File: src/rtl/cal_pkg.sv
// Shared calendar constants, field widths and the Gregorian leap-year rule.
package cal_pkg;

  localparam int DOW_W   = 3;
  localparam int DATE_W  = 5;
  localparam int MONTH_W = 4;

  localparam logic [MONTH_W-1:0] JAN = 4'd0;
  localparam logic [MONTH_W-1:0] FEB = 4'd1;
  localparam logic [MONTH_W-1:0] MAR = 4'd2;
  localparam logic [MONTH_W-1:0] APR = 4'd3;
  localparam logic [MONTH_W-1:0] MAY = 4'd4;
  localparam logic [MONTH_W-1:0] JUN = 4'd5;
  localparam logic [MONTH_W-1:0] JUL = 4'd6;
  localparam logic [MONTH_W-1:0] AUG = 4'd7;
  localparam logic [MONTH_W-1:0] SEP = 4'd8;
  localparam logic [MONTH_W-1:0] OCT = 4'd9;
  localparam logic [MONTH_W-1:0] NOV = 4'd10;
  localparam logic [MONTH_W-1:0] DEC = 4'd11;

  localparam logic [DOW_W-1:0]  DOW_MAX      = 3'd6;
  localparam logic [DATE_W-1:0] LEN_LONG     = 5'd31;
  localparam logic [DATE_W-1:0] LEN_SHORT    = 5'd30;
  localparam logic [DATE_W-1:0] LEN_FEB      = 5'd28;
  localparam logic [DATE_W-1:0] LEN_FEB_LEAP = 5'd29;

  // Callers zero-extend their year to 32 bits, so the rule sees the full value.
  function automatic logic is_leap(input logic [31:0] year);
    return (year[1:0] == 2'd0) &&
           ((year % 32'd100 != 32'd0) || (year % 32'd400 == 32'd0));
  endfunction

endpackage

File: src/rtl/cal_gregorian_if.sv
// Load request and calendar outputs of cal_gregorian, grouped as one bundle.
// Loads are single-cycle strobes: ld_valid qualifies the ld_* fields in the
// cycle it is high, and there is no ready, so the design answers each load in
// that same cycle (accept, or flag ld_err one cycle later).
interface cal_gregorian_if #(
  parameter int YEAR_W = 12
);
  import cal_pkg::*;

  logic               en;
  logic               ld_valid;
  logic [DOW_W-1:0]   ld_day;
  logic [DATE_W-1:0]  ld_date;
  logic [MONTH_W-1:0] ld_month;
  logic [YEAR_W-1:0]  ld_year;
  logic [DOW_W-1:0]   day;
  logic [DATE_W-1:0]  date;
  logic [MONTH_W-1:0] month;
  logic [YEAR_W-1:0]  year;
  logic               day_tick;
  logic               new_month;
  logic               new_year;
  logic               ld_err;

  modport master (
    output en, ld_valid, ld_day, ld_date, ld_month, ld_year,
    input  day, date, month, year, day_tick, new_month, new_year, ld_err
  );

  modport slave (
    input  en, ld_valid, ld_day, ld_date, ld_month, ld_year,
    output day, date, month, year, day_tick, new_month, new_year, ld_err
  );

endinterface

File: src/rtl/cal_dim.sv
// Days in a given month of a given year; purely combinational.
module cal_dim
  import cal_pkg::*;
#(
  parameter int YEAR_W  = 12,
  parameter int LEAP_EN = 1
) (
  input  logic [MONTH_W-1:0] month,
  input  logic [YEAR_W-1:0]  year,
  output logic [DATE_W-1:0]  dim
);

  logic leap;

  always_comb begin
    leap = (LEAP_EN != 0) && is_leap(32'(year));
    dim  = LEN_LONG;
    case (month)
      APR, JUN, SEP, NOV: dim = LEN_SHORT;
      FEB:                dim = leap ? LEN_FEB_LEAP : LEN_FEB;
      default:            dim = LEN_LONG;
    endcase
  end

endmodule

File: src/rtl/cal_gregorian.sv
// Day/date/month/year calendar counter with prescaled day advance, validated
// load and registered rollover strobes.
module cal_gregorian
  import cal_pkg::*;
#(
  parameter int YEAR_W    = 12,
  parameter int BASE_YEAR = 2000,
  parameter int LEAP_EN   = 1,
  parameter int TICK_DIV  = 1
) (
  input logic             clk,
  input logic             rst_n,
  cal_gregorian_if.slave  bus
);

  localparam int               PRE_W    = (TICK_DIV > 1) ? $clog2(TICK_DIV) : 1;
  localparam logic [PRE_W-1:0] PRE_LAST = PRE_W'(TICK_DIV - 1);

  logic [PRE_W-1:0]   pre_q;
  logic [DOW_W-1:0]   day_q;
  logic [DATE_W-1:0]  date_q;
  logic [MONTH_W-1:0] month_q;
  logic [YEAR_W-1:0]  year_q;
  logic               day_tick_q, new_month_q, new_year_q, ld_err_q;

  logic [DATE_W-1:0]  cur_dim, ld_dim;
  logic               advance, ld_ok, ld_bad, month_end, year_end;

  cal_dim #(.YEAR_W(YEAR_W), .LEAP_EN(LEAP_EN)) u_cur_dim (
    .month (month_q),
    .year  (year_q),
    .dim   (cur_dim)
  );

  cal_dim #(.YEAR_W(YEAR_W), .LEAP_EN(LEAP_EN)) u_ld_dim (
    .month (bus.ld_month),
    .year  (bus.ld_year),
    .dim   (ld_dim)
  );

  always_comb begin
    advance   = bus.en && (pre_q == PRE_LAST);
    ld_ok     = bus.ld_valid && (bus.ld_day <= DOW_MAX) && (bus.ld_month <= DEC) &&
                (bus.ld_date != '0) && (bus.ld_date <= ld_dim);
    ld_bad    = bus.ld_valid && !ld_ok;
    month_end = (date_q == cur_dim);
    year_end  = month_end && (month_q == DEC);
  end

  // An accepted load takes priority over an advance in the same cycle.
  always_ff @(posedge clk or negedge rst_n) begin
    if (!rst_n) begin
      pre_q   <= '0;
      day_q   <= '0;
      date_q  <= 5'd1;
      month_q <= JAN;
      year_q  <= YEAR_W'(BASE_YEAR);
    end else if (ld_ok) begin
      pre_q   <= '0;
      day_q   <= bus.ld_day;
      date_q  <= bus.ld_date;
      month_q <= bus.ld_month;
      year_q  <= bus.ld_year;
    end else if (bus.en) begin
      pre_q <= advance ? '0 : pre_q + PRE_W'(1);
      if (advance) begin
        day_q <= (day_q == DOW_MAX) ? '0 : day_q + 3'd1;
        if (!month_end) begin
          date_q <= date_q + 5'd1;
        end else begin
          date_q  <= 5'd1;
          month_q <= year_end ? JAN : month_q + 4'd1;
          if (year_end) year_q <= year_q + YEAR_W'(1);
        end
      end
    end
  end

  always_ff @(posedge clk or negedge rst_n) begin
    if (!rst_n) begin
      day_tick_q  <= 1'b0;
      new_month_q <= 1'b0;
      new_year_q  <= 1'b0;
      ld_err_q    <= 1'b0;
    end else begin
      day_tick_q  <= advance && !ld_ok;
      new_month_q <= advance && !ld_ok && month_end;
      new_year_q  <= advance && !ld_ok && year_end;
      ld_err_q    <= ld_bad;
    end
  end

  assign bus.day       = day_q;
  assign bus.date      = date_q;
  assign bus.month     = month_q;
  assign bus.year      = year_q;
  assign bus.day_tick  = day_tick_q;
  assign bus.new_month = new_month_q;
  assign bus.new_year  = new_year_q;
  assign bus.ld_err    = ld_err_q;

endmodule

File: src/flat_wrapper.sv
// flat-port wrapper written by rule: the top's interface ports become plain ports
module cal_gregorian_flat import cal_pkg::*;
#(
  parameter int YEAR_W    = 12,
  parameter int BASE_YEAR = 2000,
  parameter int LEAP_EN   = 1,
  parameter int TICK_DIV  = 1
)
  (clk, rst_n, bus_en, bus_ld_valid, bus_ld_day, bus_ld_date, bus_ld_month, bus_ld_year, bus_day, bus_date, bus_month, bus_year, bus_day_tick, bus_new_month, bus_new_year, bus_ld_err);
  cal_gregorian_if #(.YEAR_W(YEAR_W)) bus_i ();
  input logic clk;
  input logic rst_n;
  input wire logic [$bits(bus_i.en)-1:0] bus_en;
  input wire logic [$bits(bus_i.ld_valid)-1:0] bus_ld_valid;
  input wire logic [$bits(bus_i.ld_day)-1:0] bus_ld_day;
  input wire logic [$bits(bus_i.ld_date)-1:0] bus_ld_date;
  input wire logic [$bits(bus_i.ld_month)-1:0] bus_ld_month;
  input wire logic [$bits(bus_i.ld_year)-1:0] bus_ld_year;
  output wire logic [$bits(bus_i.day)-1:0] bus_day;
  output wire logic [$bits(bus_i.date)-1:0] bus_date;
  output wire logic [$bits(bus_i.month)-1:0] bus_month;
  output wire logic [$bits(bus_i.year)-1:0] bus_year;
  output wire logic [$bits(bus_i.day_tick)-1:0] bus_day_tick;
  output wire logic [$bits(bus_i.new_month)-1:0] bus_new_month;
  output wire logic [$bits(bus_i.new_year)-1:0] bus_new_year;
  output wire logic [$bits(bus_i.ld_err)-1:0] bus_ld_err;
  assign bus_i.en = bus_en;
  assign bus_i.ld_valid = bus_ld_valid;
  assign bus_i.ld_day = bus_ld_day;
  assign bus_i.ld_date = bus_ld_date;
  assign bus_i.ld_month = bus_ld_month;
  assign bus_i.ld_year = bus_ld_year;
  assign bus_day = bus_i.day;
  assign bus_date = bus_i.date;
  assign bus_month = bus_i.month;
  assign bus_year = bus_i.year;
  assign bus_day_tick = bus_i.day_tick;
  assign bus_new_month = bus_i.new_month;
  assign bus_new_year = bus_i.new_year;
  assign bus_ld_err = bus_i.ld_err;
  cal_gregorian #(.YEAR_W(YEAR_W), .BASE_YEAR(BASE_YEAR), .LEAP_EN(LEAP_EN), .TICK_DIV(TICK_DIV)) u_core (.clk(clk), .rst_n(rst_n), .bus(bus_i));
endmodule
File: config.mk
export PLATFORM = sky130hd
export DESIGN_NAME = cal_gregorian_flat
export DESIGN_NICKNAME = d
export VERILOG_FILES = /design/src/rtl/cal_pkg.sv /design/src/rtl/cal_gregorian_if.sv /design/src/rtl/cal_dim.sv /design/src/rtl/cal_gregorian.sv /design/src/flat_wrapper.sv
export SDC_FILE = /design/constraint.sdc
export NUM_CORES = 1
export LEC_CHECK = 0
export ABC_CLOCK_PERIOD_IN_PS = 15000
export CORE_UTILIZATION = 55
export DETAILED_ROUTE_END_ITERATION = 12
export PLACE_DENSITY = 0.76
export SETUP_SLACK_MARGIN = 0.3
export SYNTH_ARGS = -nofsm -noshare
export SYNTH_HDL_FRONTEND = slang
export SYNTH_SLANG_ARGS = --single-unit
export TNS_END_PERCENT = 30
File: constraint.sdc
create_clock -name clk -period 15 [get_ports clk]
set_input_delay 2.25 -clock clk [delete_from_list [all_inputs] [get_ports clk]]
set_output_delay 2.25 -clock clk [all_outputs]
set_load 0.02 [all_outputs]
# --- Word-level counts from Yosys, hierarchy flattened ---
# Cells that the tools add are included.
word_totals:
  ff_bits: 29
  in_bits: 28
op_classes:
  n_addsub: 5
  div: 4
  n_lt_le_gt_ge: 3
  eq_ne: 13
  muxes: 25
  n_bitwise: 1
  n_reduce_logical: 31
ops:
  columns: ["operator", "n"]
  rows:
  - ["$logic_not 32->1", 2]
  - ["$mod 12x7->32 const B", 2]
  - ["$mod 12x9->32 const B", 2]
  - ["$reduce_bool 32->1", 2]
  - ["$mux 12", 5]
  - ["$eq 4x4->1 const B", 5]
  - ["$mux 4", 5]
  - ["$mux 5", 4]
  - ["$add 12x1->12 const B", 1]
  - ["$logic_and 1x1->1", 12]
  - ["$mux 3", 4]
  - ["$eq 4x1->1 const B", 2]
  - ["$eq 4x2->1 const B", 2]
  - ["$eq 4x3->1 const B", 2]
  - ["$pmux 2 s2", 2]
  - ["$reduce_bool 2->1", 4]
  - ["$reduce_or 4->1", 2]
  - ["$add 5x1->5 const B", 1]
  - ["$eq 5x5->1", 1]
  - ["$le 5x5->1", 1]
  - ["$mux 1", 5]
  - ["$reduce_bool 5->1", 1]
  - ["$add 4x1->4 const B", 1]
  - ["$le 4x4->1 const B", 1]
  - ["other kinds (11)", 13]

# --- Depth between registers and ports, before layout ---
# Gate-level depths: netlist of run 1.
logic_depth:
  ltp_word: 13
  ltp_mapped: 28

# --- By module ---
# A second synthesis of run 1 with hierarchy kept.
unflattened:
  cells_unflattened: 595
  area_unflattened_um2: 4917.2
modules_own_cells:
  columns: ["mod", "instances", "cells_per_inst", "area_per_inst_um2", "seq_area_each_um2"]
  rows:
  - ["cal_dim", 2, 205, 1466.4, 0.0]
  - ["cal_gregorian", 1, 185, 1984.4, 734.5]

# --- Worst setup path after synthesis of run 1 ---
# OpenSTA, ideal clock, no wires.
synth_path:
  path_type: "input -> register"
  startpoint: "in bus_ld_year[8]"
  endpoint: "reg u_core.year_q[11] (netlist: u_core.bus.year[11])"
  setup_time_ns: 0.065
  t_arrival_ns: 7.891
  required_ns: 14.935
  slack_ns: 7.044
  stages: 27
  path_buffers: 2
  cell_sequence: "clkbuf_1 o31ai_1 inv_1 ha_1 or3_1 a41o_1 a21oi_1 o22ai_1 a221oi_2 o21ai_1 a211o_1 a31oi_1 mux2i_1 nand3b_1 a21o_1 maj3_1 xnor2_1 mux2i_1 a21oi_1 ha_1 nand2_1 nand4_1 o21a_1 clkbuf_1 or3_1 mux2i_1 a211o_1"
synth_via:
  elab_chain_cells: 10
  word_cells_on_any_way: 16
  classes_between: "div (2); order compare (1); mux (3); reduce/logical (10)"
synth_lines:
  columns: ["item", "line", "rtl"]
  rows:
  - ["start: declaration", "flat_wrapper.sv:18", "input wire logic [$bits(bus_i.ld_year)-1:0] bus_ld_year;"]
  - ["$mod 12x7->32 / $mod 12x9->32 (equally long branches)", "cal_pkg.sv:30", "((year % 32'd100 != 32'd0) || (year % 32'd400 == 32'd0));"]
  - ["$reduce_bool 32->1 / $logic_not 32->1 (equally long branches)", "cal_pkg.sv:30", null]
  - ["$logic_or 1x1->1 *", "cal_pkg.sv:30", null]
  - ["$logic_and 1x1->1 *", "cal_pkg.sv:29", "return (year[1:0] == 2'd0) &&"]
  - ["$mux 1 *", "cal_dim.sv:20", "FEB: dim = leap ? LEN_FEB_LEAP : LEN_FEB;"]
  - ["$pmux 2 s2 *", "cal_dim.sv:18", "case (month)"]
  - ["$le 5x5->1 *", "cal_gregorian.sv:44", "(bus.ld_date != '0) && (bus.ld_date <= ld_dim);"]
  - ["$logic_and 1x1->1 *", "cal_gregorian.sv:44", null]
  - ["$reduce_bool 2->1 (no source line)", null, null]
  - ["$reduce_and 4->1 (no source line)", null, null]
  - ["end signal: assignment", "cal_gregorian.sv:57", "year_q <= YEAR_W'(BASE_YEAR);"]
  - ["end signal: assignment", "cal_gregorian.sv:63", "year_q <= bus.ld_year;"]
  - ["end signal: assignment", "cal_gregorian.sv:73", "if (year_end) year_q <= year_q + YEAR_W'(1);"]
  - ["end: declaration", "cal_gregorian.sv:23", "logic [YEAR_W-1:0] year_q;"]
# Every way passes the cells marked *; elsewhere a longest branch is shown, timed or not.
# A chain may end at the register's enable or synchronous reset.

# --- Final worst setup path of run 1 ---
# Ends and elaborated chain as after synthesis.

==> results.json, run 1 <==
{
  "setup_viol": 0,
  "yosys.cell_types.count": 95,
  "synth_top_cell_by_area": "dfrtp_1",
  "tns_ns": 0,
  "synth_top_area_frac": 0.1274,
  "slew_headroom": 0.4022,
  "slowest_stage": "o21a_1",
  "r2r-start": "u_core.bus.year[9]",
  "path_class": "input pin to flop",
  "dp_hpwl_mm": 9.381,
  "crit_start": "bus_ld_year[8]",
  "mostFrequentLayoutCells": "nand2_1, nor2_1, clkdlybuf4s50_1",
  "preCtsSetupSlack_ns": 5.710,
  "cts_buffers": 5,
  "antenna_found_initial": 0,
  "cts_root_buf": "clkbuf_8",
  "cts_resized": 0,
  "max_stage_delay_ns": 0.73,
  "dpl_cell_area_mm2": 0.004866,
  "syn_nets": 630,
  "internal_power_uw": 372.3,
  "drive_gt1_frac": 0.09325,
  "worstMarginPinSlew_ns": 0.8966,
  "n_antenna_cell": 0,
  "routed_wl_mm": 12.53,
  "cp.required_ns": 15.16,
  "syn_avg_cell_area_um2": 7.315,
  "grt_pass1_wl_mm": 20.96,
  "finClkSkew_ns": 0.009087,
  "min-delay-start": "u_core.pre_q",
  "drv_slew": 0,
  "placeableCoreArea_mm2": 0.007408,
  "final_area_mm2": 0.004967,
  "synth-edff-count": 0,
  "cts.sinks": 29,
  "pwr-share-clk": 0.091,
  "min_period_ns": 9.083,
  "area_growth_pct": 14.91,
  "ys_seq_elements": 29,
  "pwr-share-comb": 0.743,
  "via_per_inst": 6.768,
  "utilization": 0.6705,
  "worstPathMaxFanout": 28,
  "hold_viol": 0,
  "start_util": 0.5835,
  "drtAntennaViolNets": 0,
  "grt_usage": 0.3023,
  "syn_area_mm2": 0.004323,
  "clk-insertion-delay-late_ns": 0.28,
  "ctsHoldBuffers": 0,
  "drtPass1Iterations": 5,
  "overflow": 0,
  "period_share": 0.6056,
  "async_flop_share": 1.000,
  "cpMostUsedCell": "mux2i_1",
  "power_density_mw_per_mm2": 158.1,
  "cts_tree": "done",
  "startpoint_type": "input pin",
  "end_kind": "flop",
  "seqPwrFrac": 0.166,
  "yosysWarnings": 0,
  "p_sw_uw": 413.2,
  "fmaxAchievable_mhz": 110.1,
  "ys_seq_area_frac": 0.1699,
  "ir_drop_mv": 0.07322,
  "netlist_top_cells_area": "dfrtp_1, nand2_1, nor2_1",
  "num_vias": 4880,
  "arrival_ns": 9.25,
  "total_power_uw": 785.5,
  "wl_per_cell_um": 17.38,
  "io_buffer_count": 55,
  "swShare": 0.5260,
  "hold_class": "flop to flop",
  "layout_commonest_cell": "nand2_1",
  "leakagePower_nw": 1.855,
  "postCtsSetupBuffers": 0,
  "max_cap_viol_count": 0,
  "routabilityCongestion": 0.8872,
  "clock_path_buffers": 2,
  "grt_pass1_vias": 4495,
  "syn_inst": 591,
  "htreeDepth": 2,
  "clkTransAtPathRegs_ns": 0.07,
  "die_h_um": 90.66,
  "die_area_mm2": 0.008218,
  "fin_ws_ns": 5.917,
  "pin_count": 56,
  "drt_iter0_markers": 249,
  "die_w_um": 90.66,
  "status": "finished clean",
  "grt_max_degree": 36,
  "rows": 31,
  "rsz0062_at_grt": "no",
  "final_nets": 660,
  "drc": 0,
  "synth_top_flop_cell": "dfrtp_1"
}
-- critical path: cells and delay by family --
family          cells  cell delay [ns]
compound gates     12             3.67
xor+xnor            1             0.18
fa+ha+maj           3             0.88
buf+inv             2             0.65
mux                 3             0.62
simple gates        5             1.00
-- power by group through the flow --
stage	sequential, mW	clock [mW]	combinational, mW
6_report	0.130	0.0719	0.583
4_1_cts	0.129	0.0717	0.576
3_5_place_dp	0.131	0	0.573
5_1_grt	0.134	0.0763	0.635
2_1_floorplan	0.126	0	0.449
3_3_place_gp	0.130	0	0.561
-- cell families (layout without fill, tap and decap cells) --
family | count (synthesis) | in the layout | share of synthesized area
and+or+nand+nor | 252 | 252 | 0.3010
buffers and inverters | 57 | 88 | 0.05644
AOI/OAI and AO/OA | 207 | 207 | 0.3635
muxes | 13 | 13 | 0.03155
adders and majority gates | 15 | 15 | 0.04110
xor gates and xnor gates | 18 | 18 | 0.03647
DFF | 29 | 29 | 0.1699
-- final cells by class --
class / instances / area [um2]
Sequential cell: 29 / 734.5
Timing Repair Buffer: 59 / 580.6
Clock inverter: 1 / 5.005
Tap cell: 99 / 123.9
Clock buffer: 7 / 96.34
Multi-Input combinational cell: 505 / 3348
Inverter: 21 / 78.83
Fill cell: 664 / 2441
-- Yosys cell counts, types with 4 or more instances --
cell type	instances
a211o_1	8
a211oi_1	7
a21o_1	5
a21oi_1	35
a2bb2oi_1	5
a31o_1	4
a31oi_1	21
and2_1	8
and3_1	9
buf_1	5
buf_2	6
clkbuf_1	22
dfrtp_1	22
dfstp_2	7
ha_1	11
inv_1	19
maj3_1	4
mux2i_1	10
nand2_1	58
nand2b_1	7
nand3_1	23
nand3b_1	8
nand4_1	9
nor2_1	56
nor2b_1	4
nor3_1	27
nor4_1	7
o2111ai_1	5
o211ai_1	5
o21a_1	7
o21ai_0	27
o21ai_1	9
o22ai_1	5
o31ai_1	5
or2_2	8
or3_1	9
xnor2_1	15
-- flip-flops by register name (all words and copies together), names as in the netlist --
signal,flops
u_core.bus.day_tick,1
u_core.bus.month,4
u_core.bus.new_year,1
u_core.pre_q,1
u_core.bus.new_month,1
u_core.bus.ld_err,1
u_core.bus.day,3
u_core.bus.year,12
u_core.bus.date,5
-- final timing paths --
path,to,slack [ns],depth (start not counted)
setup / recovery,u_core.bus.year[11],5.92,26
hold / removal,u_core.pre_q,0.57,1
setup reg to reg,u_core.bus.month[3],8.78,19
hold reg to reg,u_core.pre_q,0.57,1
max in group asynchronous,u_core.bus.year[6],12.31,2
min in group asynchronous,u_core.bus.year[1],2.37,2
-- layer usage --
layer	wire length [um]	part of all wire	GRT usage	up-vias
li1	-	-	-	2331
met3	829	0.066	0.02862	16
met4	106	0.0085	0.06183	0
met2	6124	0.49	0.5360	216
met5	0	0	0	-
met1	5468	0.44	0.3962	2317
-- per-stage QoR --
| stage | hold slack, ns | cells |
|---|---|---|
| final | 0.5659 | 721 |
| after global placement | 0.5582 | 713 |
| after floorplan | 0.5281 | 591 |
| after CTS | 0.5741 | 721 |
| after detailed placement | 0.5625 | 713 |
| after global routing | 0.5841 | 721 |
Power figures use the tool's default switching activity.
==> inputs of run 2 (changes only) <==
Settings changed: ABC_CLOCK_PERIOD_IN_PS 15000 to 8100, CORE_UTILIZATION 55 to 52.
Clock period 15 ns to 8.1 ns, I/O delays scaled along.
==> run 2 against run 1 <==
Compared with the run above:
- total power increased by 84%
- via count increased by 0.55%
- combinational power increased by 87%
- non-clock buffer count increased by 4
- design area increased by 1.5%
- sequential power increased by 85%
- critical path type unchanged
- critical endpoint unchanged
==> results.json, run 2 (synthesis gave the netlist of run 1 again) <==
{
  "tns_ns": 0,
  "seqPwrFrac": 0.166,
  "cp.required_ns": 8.32,
  "p_sw_uw": 773.1,
  "min_period_ns": 7.418,
  "finClkSkew_ns": 0.005167,
  "clkTransAtPathRegs_ns": 0.07,
  "start_util": 0.5481,
  "area_growth_pct": 16.58,
  "drt_iter0_markers": 449,
  "pin_count": 56,
  "via_per_inst": 6.731,
  "grt_pass1_vias": 4400,
  "num_vias": 4907,
  "dp_hpwl_mm": 9.321,
  "cts.sinks": 29,
  "grt_pass1_wl_mm": 20.47,
  "rows": 32,
  "max_stage_delay_ns": 0.54,
  "max_cap_viol_count": 0,
  "cts_root_buf": "clkbuf_8",
  "drv_slew": 0,
  "grt_usage": 0.2848,
  "largest_register_ffs": 12,
  "worstMarginPinSlew_ns": 0.7005,
  "placeableCoreArea_mm2": 0.007888,
  "leakagePower_nw": 1.877,
  "io_buffer_count": 55,
  "pwr-share-comb": 0.752,
  "stdcell_count": 729,
  "drtPass1Iterations": 5,
  "ir_drop_mv": 0.1371,
  "fillers": 695,
  "arrival_ns": 7.64,
  "cts_tree": "done",
  "antenna_found_initial": 0,
  "layout_commonest_cell": "nand2_1",
  "placed_cells_incl_taps": 720,
  "mostFrequentLayoutCells": "nand2_1, nor2_1, clkdlybuf4s50_1",
  "preCtsSetupSlack_ns": 0.1384,
  "grt_max_degree": 30,
  "overflow": 0,
  "routabilityCongestion": 0.9752,
  "rsz0062_at_grt": "no",
  "die_area_mm2": 0.008682,
  "routed_wl_mm": 12.58,
  "cts_buffers": 5,
  "drive_gt1_frac": 0.1085,
  "status": "finished clean",
  "cpMostUsedCell": "mux2i_1",
  "grt-busiest-layer": "met2",
  "worstPathMaxFanout": 12,
  "use_met2": 0.4669,
  "setup_viol": 0,
  "internal_power_uw": 675.8,
  "postCtsSetupBuffers": 0,
  "clk-insertion-delay-late_ns": 0.28,
  "fin_ws_ns": 0.6819,
  "fmaxAchievable_mhz": 134.8,
  "path_class": "input pin to flop",
  "clock_path_buffers": 2,
  "drc": 0,
  "gr-usage-met1": 0.3852,
  "period_share": 0.9158,
  "power_density_mw_per_mm2": 287.5,
  "hold_class": "flop to flop",
  "n_antenna_cell": 0,
  "hold_viol": 0,
  "swShare": 0.5336,
  "use_met3": 0.02927,
  "startpoint_type": "input pin",
  "final_nets": 665,
  "end_kind": "flop",
  "wl_per_cell_um": 17.25,
  "htreeDepth": 2,
  "drtAntennaViolNets": 0,
  "pwr-share-clk": 0.082,
  "die_w_um": 93.18,
  "die_h_um": 93.18,
  "slew_headroom": 0.5313,
  "slowest_stage": "clkdlybuf4s50_1"
}
[run 2: worst paths after layout]
kind                               startpoint             endpoint  slack (ns)  cells past startpoint
setup / recovery               bus_ld_year[9]  u_core.bus.year[11]        0.68                     26
hold / removal                   u_core.pre_q         u_core.pre_q        0.56                      1
setup reg to reg           u_core.bus.year[9]  u_core.bus.year[10]        1.91                     19
hold reg to reg                  u_core.pre_q         u_core.pre_q        0.56                      1
max in group asynchronous               rst_n   u_core.bus.year[8]        6.46                      2
min in group asynchronous               rst_n    u_core.bus.day[0]        1.31                      2
[run 2: layer usage]
| metal | vias up | share of wire |
|---|---|---|
| met2 | 233 | 0.48 |
| met3 | 36 | 0.065 |
| met1 | 2306 | 0.43 |
| met4 | 0 | 0.025 |
| met5 | - | 0 |
| li1 | 2332 | - |
[run 2: power by group through the flow]
| stage | Sequential [mW] | Combinational (mW) | Clock (mW) |
|---|---|---|---|
| floorplan | 0.233 | 0.831 | 0 |
| global placement | 0.239 | 1.04 | 0 |
| detailed placement | 0.241 | 1.06 | 0 |
| CTS | 0.239 | 1.06 | 0.120 |
| global route | 0.248 | 1.17 | 0.125 |
| finish | 0.240 | 1.09 | 0.119 |
[run 2: repair_timing]
action                                 CTS  global route
hold buffers                             0             0
gates resized for setup                  0             6
setup endpoints to repair                0            29
endpoints found under the hold margin    0             0
[run 2: per-stage QoR]
step	area (um2)	hold slack (ns)	power, mW	utilization
after floorplan	4323	0.5281	1.064	-
after global placement	4900	0.5407	1.275	0.6212
after detailed placement	4900	0.5480	1.298	0.6212
after CTS	4986	0.5576	1.421	0.6321
after global routing	5040	0.5858	1.547	0.6390
final	5040	0.5582	1.449	0.6390
[run 2: cell type report]
class | instances | area [um2] | area share
Sequential cell | 29 | 734.5 | 0.1457
Clock inverter | 3 | 17.52 | 0.003476
Clock buffer | 5 | 68.82 | 0.01365
Timing Repair Buffer | 63 | 610.6 | 0.1212
Tap cell | 102 | 127.6 | 0.02532
Multi-Input combinational cell | 506 | 3402 | 0.6750
Inverter | 21 | 78.83 | 0.01564
[run 2: critical path, delay by kind of cell]
kind            cells  cell delay, ns
compound gates     12            2.80
fa+ha+maj           3            0.87
buf+inv             2            0.62
mux                 3            0.67
simple gates        5            1.27
xor+xnor            1            0.18
==> inputs of run 3 (changes only) <==
Settings changed: PLACE_DENSITY 0.76 to not set, PLACE_DENSITY_LB_ADDON set to 0.08.
==> run 3 against run 2 <==
Compared with the run above:
- largest power group unchanged
- design area down 0.12%
- combinational power about the same
- hold slack improved by 0.0020 ns
- critical path type unchanged
==> results.json, run 3 (synthesis gave the netlist of run 1 again) <==
{
  "drv_slew": 0,
  "fin_hold_ws_ns": 0.5602,
  "utilization": 0.6382,
  "drc": 0,
  "drive_gt1_frac": 0.1053,
  "area_growth_pct": 16.44,
  "die_w_um": 93.18,
  "cts_tree": "done",
  "antenna_found_initial": 0,
  "cpMostUsedCell": "mux2i_1",
  "worst-r2r-setup-slack_ns": 1.95,
  "pin_count": 56,
  "grt_usage": 0.2845,
  "min_period_ns": 7.505,
  "routed_wl_mm": 12.44,
  "clkTransAtPathRegs_ns": 0.07,
  "largest_register_ffs": 12,
  "num_vias": 4843,
  "hold_path_depth": 1,
  "drtPass1Iterations": 6,
  "power_density_mw_per_mm2": 288.0,
  "rsz0062_at_grt": "no",
  "hold_viol": 0,
  "crit_family": "compound AO/OA/AOI/OAI gates",
  "max_stage_delay_ns": 0.58,
  "final_area_mm2": 0.005034,
  "cts_root_buf": "clkbuf_8",
  "regArea_um2": 734.5,
  "drt_iter0_markers": 393,
  "slowest_stage": "clkdlybuf4s50_1",
  "multi_input_area_mm2": 0.003373,
  "path_buf_inv": 2,
  "routabilityCongestion": 0.9185,
  "wl_per_cell_um": 17.06,
  "n_antenna_cell": 0,
  "via_per_inst": 6.643,
  "clock_path_buffers": 2,
  "cts.sinks": 29,
  "tns_ns": 0,
  "rows": 32,
  "ctsHoldBuffers": 0,
  "mostFrequentLayoutCells": "nand2_1, nor2_1, clkdlybuf4s50_1",
  "slew_headroom": 0.4778,
  "final_nets": 665,
  "cts_buffers": 5,
  "grt_pass1_wl_mm": 20.22,
  "cp.required_ns": 8.32,
  "r2r_end": "u_core.bus.year[8]",
  "die_area_mm2": 0.008682,
  "grt_pass1_vias": 4313,
  "overflow": 0,
  "ir_drop_mv": 0.1361,
  "dp_hpwl_mm": 9.218,
  "max_cap_viol_count": 0,
  "min-delay-start": "u_core.pre_q",
  "clk-insertion-delay-late_ns": 0.28,
  "drtAntennaViolNets": 0,
  "startpoint_type": "input pin",
  "layout_commonest_cell": "nand2_1",
  "die_h_um": 93.18,
  "fmaxAchievable_mhz": 133.3,
  "r2r_cells": 19,
  "hold_class": "flop to flop",
  "period_share": 0.9265,
  "fillers": 677,
  "end_kind": "flop",
  "grt_max_degree": 30,
  "dpl_cell_area_mm2": 0.004900,
  "worstPathMaxFanout": 12,
  "path_class": "input pin to flop",
  "arrival_ns": 7.73,
  "io_buffer_count": 55,
  "start_util": 0.5481,
  "setup_viol": 0,
  "hold-path-endpoint": "u_core.pre_q",
  "htreeDepth": 2,
  "r2r-start": "u_core.bus.year[7]",
  "status": "finished clean",
  "leakagePower_nw": 1.885,
  "placeableCoreArea_mm2": 0.007888,
  "worstMarginPinSlew_ns": 0.7805,
  "finClkSkew_ns": 0.006682
}
run 3: power breakdown:
part           internal [mW]  leakage (nW)  switching, mW  total (mW)
registers              0.174         0.335         0.0654       0.240
logic                  0.442          1.50          0.634        1.08
clock network         0.0767        0.0542         0.0566       0.133
total                  0.693          1.89          0.756        1.45
run 3: how the worst max path moves through the flow:
stage | start | end | slack (ns) | depth (start not counted)
6_report | bus_ld_year[7] | u_core.bus.year[11] | 0.60 | 26
4_1_cts | bus_ld_year[7] | u_core.bus.year[11] | 0.40 | 26
3_5_place_dp | bus_ld_year[7] | u_core.bus.year[11] | 0.17 | 26
3_3_place_gp | bus_ld_year[7] | u_core.bus.year[11] | 0.47 | 25
2_1_floorplan | bus_ld_year[8] | u_core.bus.year[11] | 1.18 | 27
5_1_grt | bus_ld_year[7] | u_core.bus.year[11] | 0.26 | 26
run 3: area by class of cell:
class | instances | share of cell area
multi-input combinational | 505 | 0.6701
sequential | 29 | 0.1459
timing repair buffer | 64 | 0.1228
tap | 102 | 0.02535
clock buffer | 7 | 0.01914
inverter | 21 | 0.01566
clock inverter | 1 | 0.0009943
run 3: through the flow:
stage                     total power [mW]  instances  worst slack [ns]
after floorplan                      1.064        591             1.179
after global placement               1.274        720            0.4690
after detailed placement             1.295        720            0.1723
after CTS                            1.433        728            0.4022
after global routing                 1.563        729            0.2619
final                                1.449        729            0.5953
run 3: routing by layer:
| metal | share of wire | wire [um] | up-vias | track usage |
|---|---|---|---|---|
| met1 | 0.43 | 5368 | 2300 | 0.3659 |
| li1 | - | - | 2331 | - |
| met4 | 0.015 | 187 | 0 | 0.08462 |
| met3 | 0.057 | 705 | 19 | 0.03089 |
| met5 | 0 | 0 | - | 0 |
| met2 | 0.50 | 6176 | 193 | 0.4994 |
run 3: timing repair:
| action | CTS | global route |
|---|---|---|
| buffers inserted | 0 | 1 |
| endpoints found under the setup margin | 0 | 27 |
| gates resized for setup | 0 | 4 |
run 3: worst reg2reg max path, delay by kind of cell, from the launching register on:
| kind | cells | cell delay (ns) |
|---|---|---|
| flip-flops | 1 | 0.74 |
| adder cells (fa/ha/maj) | 1 | 0.24 |
| AND/OR/NAND/NOR | 3 | 0.77 |
| multiplexers | 2 | 0.88 |
| buffers and inverters | 1 | 0.07 |
| XOR/XNOR | 1 | 0.47 |
| AO/OA/AOI/OAI | 11 | 2.91 |
